## src/rtl/sample_packetizer.sv

```systemverilog
`default_nettype none
// ============================================================================
// Module   : sample_packetizer
// Brief    : Buffers 24-bit ADC samples and streams each as a 6-byte packet
//            (HEADER, SEQ, S[23:16], S[15:8], S[7:0], CK) over valid/ready.
// Revision : 1.0
// ============================================================================
module sample_packetizer #(
    parameter int         DEPTH  = 16,
    parameter logic [7:0] HEADER = 8'hA5
) (
    input  logic                     clock_i,
    input  logic                     reset_L_i,
    input  logic                     sample_valid_i,
    input  logic [23:0]              sample_i,
    input  logic                     flush_i,
    input  logic                     clear_overflow_i,
    output logic [7:0]               tx_data_o,
    output logic                     tx_valid_o,
    input  logic                     tx_ready_i,
    output logic [$clog2(DEPTH):0]   fifo_count_o,
    output logic                     busy_o,
    output logic                     overflow_o,
    output logic [7:0]               drop_count_o
);

    localparam int                c_AW        = $clog2(DEPTH);
    localparam logic [c_AW:0]     c_DEPTH_CNT = (c_AW + 1)'(DEPTH);
    localparam logic [c_AW:0]     c_CNT_ONE   = (c_AW + 1)'(1);
    localparam logic [c_AW-1:0]   c_PTR_ONE   = c_AW'(1);

    typedef enum logic [2:0] {
        S_IDLE = 3'd0,
        S_HDR  = 3'd1,
        S_SEQ  = 3'd2,
        S_B2   = 3'd3,
        S_B1   = 3'd4,
        S_B0   = 3'd5,
        S_CK   = 3'd6
    } state_t;

    logic [23:0]     r_mem [DEPTH];
    logic [c_AW-1:0] r_wr_ptr;
    logic [c_AW-1:0] r_rd_ptr;
    logic [c_AW:0]   r_count;

    state_t          r_state;
    state_t          w_state_next;
    logic [23:0]     r_hold;
    logic [23:0]     w_hold_next;
    logic [7:0]      r_seq;
    logic [7:0]      w_seq_next;
    logic [7:0]      r_tx_data;
    logic [7:0]      w_tx_data_next;
    logic            r_tx_valid;
    logic            w_tx_valid_next;
    logic            r_overflow;
    logic [7:0]      r_drop_count;

    logic            w_xfer;
    logic            w_has_data;
    logic            w_pop;
    logic            w_push_req;
    logic            w_push;
    logic            w_drop;

    assign w_xfer     = r_tx_valid & tx_ready_i;
    assign w_has_data = (r_count != '0) & ~flush_i;

    // A full FIFO still accepts a sample when the head leaves in the same cycle.
    assign w_push_req = sample_valid_i & ~flush_i;
    assign w_push     = w_push_req & ((r_count != c_DEPTH_CNT) | w_pop);
    assign w_drop     = w_push_req & ~w_push;

    assign w_hold_next = w_pop ? r_mem[r_rd_ptr] : r_hold;

    always_ff @(posedge clock_i) begin
        if (w_push) begin
            r_mem[r_wr_ptr] <= sample_i;
        end
    end

    always_ff @(posedge clock_i or negedge reset_L_i) begin
        if (!reset_L_i) begin
            r_wr_ptr <= '0;
            r_rd_ptr <= '0;
            r_count  <= '0;
        end else if (flush_i) begin
            r_wr_ptr <= '0;
            r_rd_ptr <= '0;
            r_count  <= '0;
        end else begin
            if (w_push) begin
                r_wr_ptr <= r_wr_ptr + c_PTR_ONE;
            end
            if (w_pop) begin
                r_rd_ptr <= r_rd_ptr + c_PTR_ONE;
            end
            case ({w_push, w_pop})
                2'b10:   r_count <= r_count + c_CNT_ONE;
                2'b01:   r_count <= r_count - c_CNT_ONE;
                default: r_count <= r_count;
            endcase
        end
    end

    always_comb begin
        w_state_next = r_state;
        w_pop        = 1'b0;
        w_seq_next   = r_seq;
        case (r_state)
            S_IDLE: begin
                if (w_has_data) begin
                    w_pop        = 1'b1;
                    w_state_next = S_HDR;
                end
            end
            S_HDR:  if (w_xfer) w_state_next = S_SEQ;
            S_SEQ:  if (w_xfer) w_state_next = S_B2;
            S_B2:   if (w_xfer) w_state_next = S_B1;
            S_B1:   if (w_xfer) w_state_next = S_B0;
            S_B0:   if (w_xfer) w_state_next = S_CK;
            S_CK: begin
                if (w_xfer) begin
                    w_seq_next = r_seq + 8'd1;
                    if (w_has_data) begin
                        w_pop        = 1'b1;
                        w_state_next = S_HDR;
                    end else begin
                        w_state_next = S_IDLE;
                    end
                end
            end
            default: w_state_next = S_IDLE;
        endcase
    end

    // Output byte is looked up from the next state so tx_data_o/tx_valid_o are flops.
    always_comb begin
        w_tx_valid_next = (w_state_next != S_IDLE);
        w_tx_data_next  = 8'h00;
        case (w_state_next)
            S_HDR:   w_tx_data_next = HEADER;
            S_SEQ:   w_tx_data_next = w_seq_next;
            S_B2:    w_tx_data_next = w_hold_next[23:16];
            S_B1:    w_tx_data_next = w_hold_next[15:8];
            S_B0:    w_tx_data_next = w_hold_next[7:0];
            S_CK:    w_tx_data_next = w_seq_next ^ w_hold_next[23:16]
                                    ^ w_hold_next[15:8] ^ w_hold_next[7:0];
            default: w_tx_data_next = 8'h00;
        endcase
    end

    always_ff @(posedge clock_i or negedge reset_L_i) begin
        if (!reset_L_i) begin
            r_state    <= S_IDLE;
            r_hold     <= '0;
            r_seq      <= '0;
            r_tx_data  <= '0;
            r_tx_valid <= 1'b0;
        end else begin
            r_state    <= w_state_next;
            r_hold     <= w_hold_next;
            r_seq      <= w_seq_next;
            r_tx_data  <= w_tx_data_next;
            r_tx_valid <= w_tx_valid_next;
        end
    end

    always_ff @(posedge clock_i or negedge reset_L_i) begin
        if (!reset_L_i) begin
            r_overflow   <= 1'b0;
            r_drop_count <= '0;
        end else if (w_drop) begin
            r_overflow <= 1'b1;
            if (clear_overflow_i) begin
                r_drop_count <= 8'd1;
            end else if (r_drop_count != 8'hFF) begin
                r_drop_count <= r_drop_count + 8'd1;
            end
        end else if (clear_overflow_i) begin
            r_overflow   <= 1'b0;
            r_drop_count <= '0;
        end
    end

    assign tx_data_o    = r_tx_data;
    assign tx_valid_o   = r_tx_valid;
    assign fifo_count_o = r_count;
    assign busy_o       = (r_state != S_IDLE);
    assign overflow_o   = r_overflow;
    assign drop_count_o = r_drop_count;

endmodule
`default_nettype wire

```

## config.mk

```make
export PLATFORM = sky130hd
export DESIGN_NAME = sample_packetizer
export DESIGN_NICKNAME = d
export VERILOG_FILES = /design/src/rtl/sample_packetizer.sv
export SDC_FILE = /design/constraint.sdc
export NUM_CORES = 1
export LEC_CHECK = 0
export CORE_MARGIN = 8
export CORE_UTILIZATION = 41
export DETAILED_ROUTE_END_ITERATION = 8
export PLACE_DENSITY_LB_ADDON = 0.15
export SLEW_MARGIN = 15
export SYNTH_ARGS = -nofsm -noshare
export SYNTH_HDL_FRONTEND = slang
export SYNTH_SLANG_ARGS = --single-unit
export TNS_END_PERCENT = 10
```

## constraint.sdc

```tcl
create_clock -name clock_i -period 3.2 [get_ports clock_i]
set_input_delay 0.64 -clock clock_i [delete_from_list [all_inputs] [get_ports clock_i]]
set_output_delay 0.64 -clock clock_i [all_outputs]
set_load 0.05 [all_outputs]
```

### After elaboration in Yosys (flattened, before gate mapping)

Memories as Yosys holds them, arrays and structs flattened.
Index checks and enable logic that the tools add are counted.

| storage, ports and cells | value |
|---|---|
| bits in registers | 66 |
| bits in writable memories | 384 |
| bits of input ports | 30 |
| word-level logic and storage cells | 84 |
| memories | 1 |

| cells by class | value |
|---|---|
| add/sub/neg operators | 6 |
| eq/ne operators | 16 |
| mux-type cells | 30 |
| bitwise logic cells | 11 |
| reduce and logical (&&, ||, !) cells | 10 |

Memories:

| name | words | bits a word | read ports | clocked after memory_dff | write ports | RTL line | source |
|---|---|---|---|---|---|---|---|
| r_mem | 16 | 24 | 1 | 0 | 1 | 42 | `logic [23:0] r_mem [DEPTH];` |

Operators by type and width:

| operator | count |
|---|---|
| 8-bit 2-to-1 mux | 6 |
| 8-bit one-hot mux with 6 select lines | 1 |
| 24-bit 2-to-1 mux | 1 |
| 8-bit bitwise XOR | 3 |
| 3-bit 2-to-1 mux | 7 |
| 3-bit one-hot mux with 7 select lines | 1 |
| 3-bit equality test (second input constant) | 6 |
| 8-bit by 1-bit adder with 8-bit output (second input constant) | 2 |
| 4-bit 2-to-1 mux | 4 |
| 3-bit by 2-bit equality test with 1-bit output (second input constant) | 4 |
| 5-bit one-hot mux with 2 select lines | 1 |
| 3-bit nonzero test | 3 |
| 4-bit by 1-bit adder with 4-bit output (second input constant) | 2 |
| 8-bit inequality test (second input constant) | 1 |
| 2-bit nonzero test | 4 |
| 1-bit 2-to-1 mux | 7 |
| 3-bit by 1-bit equality test with 1-bit output (second input constant) | 2 |
| 5-bit by 1-bit adder with 5-bit output (second input constant) | 1 |
| 1-bit bitwise AND | 5 |
| 5-bit 2-to-1 mux | 1 |
| 5-bit inequality test (second input constant) | 1 |
| 5-bit nonzero test | 1 |
| 5-bit by 1-bit subtractor with 5-bit output (second input constant) | 1 |
| 3-bit zero test | 1 |
| 6 further kinds | 7 |

### Logic depth before layout (Yosys ltp)

| depth | value |
|---|---|
| word-level depth | 11 |
| mapped depth | 14 |
| mapped depth without buffers | 11 |

### Worst setup path after synthesis

OpenSTA, ideal clock, no wires.

| path | value |
|---|---|
| path type | input-to-reg |
| from | in flush_i |
| to | mem r_mem[4][0], enable pin |
| library setup time | 0.435 ns |
| data arrival time | 3.412 ns |
| required time | 2.765 ns |
| path slack | -0.648 ns |
| cell stages on the path | 7 |
| path buffers | 1 |
| cells stage by stage | clkbuf_1 > nor2_1 > o21a_1 > o21ai_0 > nor2_1 > nand2_1 > nor3_1 |

| between the ends | value |
|---|---|
| cells in the longest elaborated chain, start to end | 9 |
| elaborated cells on any way between the ends | 10 |

RTL lines:

| item | RTL line | source |
|---|---|---|
| from (decl) | 16 | `input logic flush_i,` |
| 1-bit NOT * | 68, 71 |  |
| 1-bit bitwise AND | 68 | `assign w_has_data = (r_count != '0) & ~flush_i;` |
| 1-bit 2-to-1 mux | 113, 126 |  |
| 1-bit 2-to-1 mux | 124 | `if (w_xfer) begin` |
| 1-bit one-hot mux with 2 select lines | 111 | `case (r_state)` |
| 1-bit bitwise OR | 72 | `assign w_push = w_push_req & ((r_count != c_DEPTH_CNT) \| w_pop);` |
| 1-bit bitwise AND * | 72 |  |
| 1-bit 2-to-1 mux * | 78 | `if (w_push) begin` |
| 1-bit 2-to-1 mux (not written as such) * | 79 | `r_mem[r_wr_ptr] <= sample_i;` |
| to (decl) | 42 |  |

Every way passes the cells marked *; elsewhere a longest branch is shown, timed or not.

### Worst setup path after layout

| path | value |
|---|---|
| from | reg r_rd_ptr[0] |
| to | reg r_tx_data[6] (netlist: tx_data_o[6]) |

| between the ends | value |
|---|---|
| cells in the longest elaborated chain, start to end | 6 |

RTL lines:

| item | RTL line | source |
|---|---|---|
| from (decl) | 44 | `logic [c_AW-1:0] r_rd_ptr;` |
| from (signal assigned) | 97 | `r_rd_ptr <= r_rd_ptr + c_PTR_ONE;` |
| memory read 16 x 24 bit * | n/a |  |
| 24-bit 2-to-1 mux * | 75 | `assign w_hold_next = w_pop ? r_mem[r_rd_ptr] : r_hold;` |
| named net w_hold_next[22] | 50 | `logic [23:0] w_hold_next;` |
| 8-bit bitwise XOR | 148 | `S_CK: w_tx_data_next = w_seq_next ^ w_hold_next[23:16]` |
| 8-bit bitwise XOR (2 in a row) | 149 | `^ w_hold_next[15:8] ^ w_hold_next[7:0];` |
| 8-bit one-hot mux with 6 select lines * | 142 | `case (w_state_next)` |
| named net w_tx_data_next[6] | 54 | `logic [7:0] w_tx_data_next;` |
| to (signal assigned) | 165 | `r_tx_data <= w_tx_data_next;` |
| to (decl) | 53 | `logic [7:0] r_tx_data;` |

The timed path passes the listed nets; every way through them passes the cells marked *.
A chain may end at the register's enable or synchronous reset.

==> impl_metrics.json <==
{
  "drtIter0Drc": 768,
  "outcome": "finished clean",
  "num_vias": 9663,
  "slew_headroom_pct": 40.76,
  "drive_above_1_share_pct": 23.31,
  "power.leakage_nw": 7.265,
  "detail-route-antenna-nets": 0,
  "synthArstFlopShare_pct": 14.67,
  "crit_start": "r_rd_ptr[0]",
  "syn_area_per_cell_um2": 18.21,
  "dieArea_um2": 51900,
  "synth_area_leaders": "edfxtp_1 (63%), mux4_2 (11%), dfrtp_1 (9.0%), mux2i_1 (2.3%), nand2_1 (0.98%)",
  "critical_path_required_ns": 3.66,
  "hold_class": "in -> async",
  "die_h_um": 227.8,
  "place_congestion": 0.8284,
  "cts_buffers": 47,
  "grt_max_degree": 67,
  "rsz0062_at_grt": "false",
  "io_pins": 54,
  "ys_ff_latch": 450,
  "syn-cell-area_um2": 18400,
  "wl_um": 43940,
  "synth_edf_count": 384,
  "ys_types": 69,
  "worstSetupPathType": "reg -> reg",
  "synth_ff_type": "edfxtp_1",
  "antenna_found_initial": 0,
  "io_buffers": 53,
  "layout.nets": 1189,
  "cts_hold_buf": 0,
  "yosysWarnings": 0,
  "n_antenna_cell": 0,
  "cts_tree": "yes",
  "power_density_nw_per_um2": 749.4,
  "dp_hpwl_um": 28110,
  "cts.path.max_buffers": 3,
  "fin_area_um2": 21820,
  "grt_pass1_wl_um": 66210,
  "use_met3_pct": 2.643,
  "tightest_slew_ns": 0.8886,
  "synth_commonest_cells": "edfxtp_1 (384), mux4_2 (86), dfrtp_1 (66)",
  "synth_area_leader_cell": "edfxtp_1",
  "gr-usage-met1_pct": 24.15,
  "grtUsageTotal_pct": 16.84,
  "setup.worst_path.end_class": "flip-flop",
  "rrSetupSlack_ns": 0.23,
  "drv_cap": 0,
  "clk_latency_ns": 0.58,
  "finalSetupViolations": 0,
  "r2r-end": "tx_data_o[6]",
  "synth_fp_nets": 1051,
  "drc": 0,
  "cts.sinks": 450,
  "htree_levels": 2,
  "overflow": 0,
  "coreArea_um2": 44220,
  "skew_ns": 0.02191,
  "worstPathMaxFanout": 31,
  "grt_pass1_vias": 10020,
  "period_minus_slack_ns": 2.972,
  "viasPerCell": 5.441,
  "die_x_um": 227.8,
  "ys_seq_area_share_pct": 71.66,
  "top_usage_layer": "met2",
  "firstDrtPassIters": 7,
  "report.final.slew_viol_count": 0,
  "crit_arrival_ns": 3.43,
  "syn2layout_area_growth_pct": 18.64,
  "fin_crit_sh_pct": 92.87,
  "start_util_pct": 41.60,
  "fp-row-count": 77,
  "postCtsSetupRepairBufs": 0,
  "place_area_um2": 20350,
  "holdWs_ns": 0.1841,
  "max_freq_mhz": 336.5,
  "synth_top_area_share_pct": 62.69,
  "clkTransAtPathRegs_ns": 0.06,
  "r2r_cells": 9,
  "wl_per_cell_um": 24.74,
  "synthesis.instances": 1010,
  "yosysMostFrequentCell": "edfxtp_1",
  "vdd_drop_max_uv": 472.9,
  "root_buffer": "clkbuf_16",
  "met2_usage_pct": 26.42,
  "cp-start-kind": "flip-flop",
  "r2r_start": "r_rd_ptr[0]",
  "cts.repair.resized": 0,
  "hold_viol": 0
}
## per-layer routing
metal | vias to the layer above | share of wire [%]
met1 | 5057 | 47
met5 | - | 0
met4 | 0 | 2.1
met2 | 222 | 47
met3 | 57 | 4.5
li1 | 4327 | -
## where the power goes
part           internal [W]  switching, W  total [W]
Clock               0.00308       0.00218    0.00526
Combinational       0.00191       0.00225    0.00417
Sequential          0.00671      0.000228    0.00693
## worst max-delay path, cell delays in order (launching register included)
cell and delay [ns]:
dfrtp_4 0.53, buf_12 0.27, buf_4 0.34, mux4_2 0.55
mux2_2 0.29, nand2_1 0.10, a31oi_1 0.18, xnor2_1 0.18
xnor2_1 0.14, o211ai_1 0.22
## cell families (layout without fill, tap and decap cells)
family          count (synthesis)  in the layout  share of synthesized area [%]
buf+inv                        67            241                          2.034
xor+xnor                       36             36                          2.095
fa+ha+maj                      11             11                         0.7890
mux                           141            141                          13.61
compound gates                123            123                          4.870
simple gates                  182            182                          4.938
flops                         450            450                          71.66
## registers in the layout, indices dropped and copies added, names as in the netlist
register and flops:
tx_data_o 8, tx_valid_o 1, r_hold 24, r_state 3, r_mem 384, fifo_count_o 5
overflow_o 1, r_seq 8, drop_count_o 8, r_wr_ptr 4, r_rd_ptr 4
## worst max-delay path by stage
stage	end	cells after the start
finish	tx_data_o[6]	9
global route	tx_data_o[6]	9
CTS	tx_data_o[4]	8
detailed placement	tx_data_o[1]	9
global placement	fifo_count_o[4]	11
floorplan	r_mem[4][0]	7
## final cells by class
cell class                      count  area (um^2)
Clock buffer                       71         1318
Clock inverter                     14        151.4
Fill cell                        3655        22400
Inverter                           15        56.30
Multi-Input combinational cell    493         4903
Sequential cell                   450        13190
Tap cell                          592        740.7
Timing Repair Buffer              141         1464
## through the flow
step           cells  setup slack [ns]  power [W]  TNS (ns)  utilization (%)
6_report        1776            0.2280    0.01636         0            49.35
5_1_grt         1776           0.03223    0.01707         0            49.35
4_1_cts         1776            0.1783    0.01652         0            49.34
3_5_place_dp    1691          -0.02232    0.01126   -0.1697            46.02
3_3_place_gp    1691          -0.02019    0.01123  -0.02019            46.02
2_1_floorplan   1010           -0.6476   0.009892    -64.65                -
## placed cells by master, fill, tap and decap left out, types with 12 or more instances in the layout
master	netlist	layout
nand2_1	48	48
o21ai_0	21	21
nor2_1	48	44
clkbuf_1	14	20
mux2i_1	42	42
inv_1	15	15
mux4_2	86	86
edfxtp_1	384	384
xor2_1	16	16
clkbuf_16	0	48
buf_12	0	22
xnor2_1	15	15
clkdlybuf4s50_1	0	52
a21oi_1	20	20
buf_4	12	67
nand4_1	12	12
dfrtp_1	66	63
Note: power is estimated with default switching activity, not from simulation.
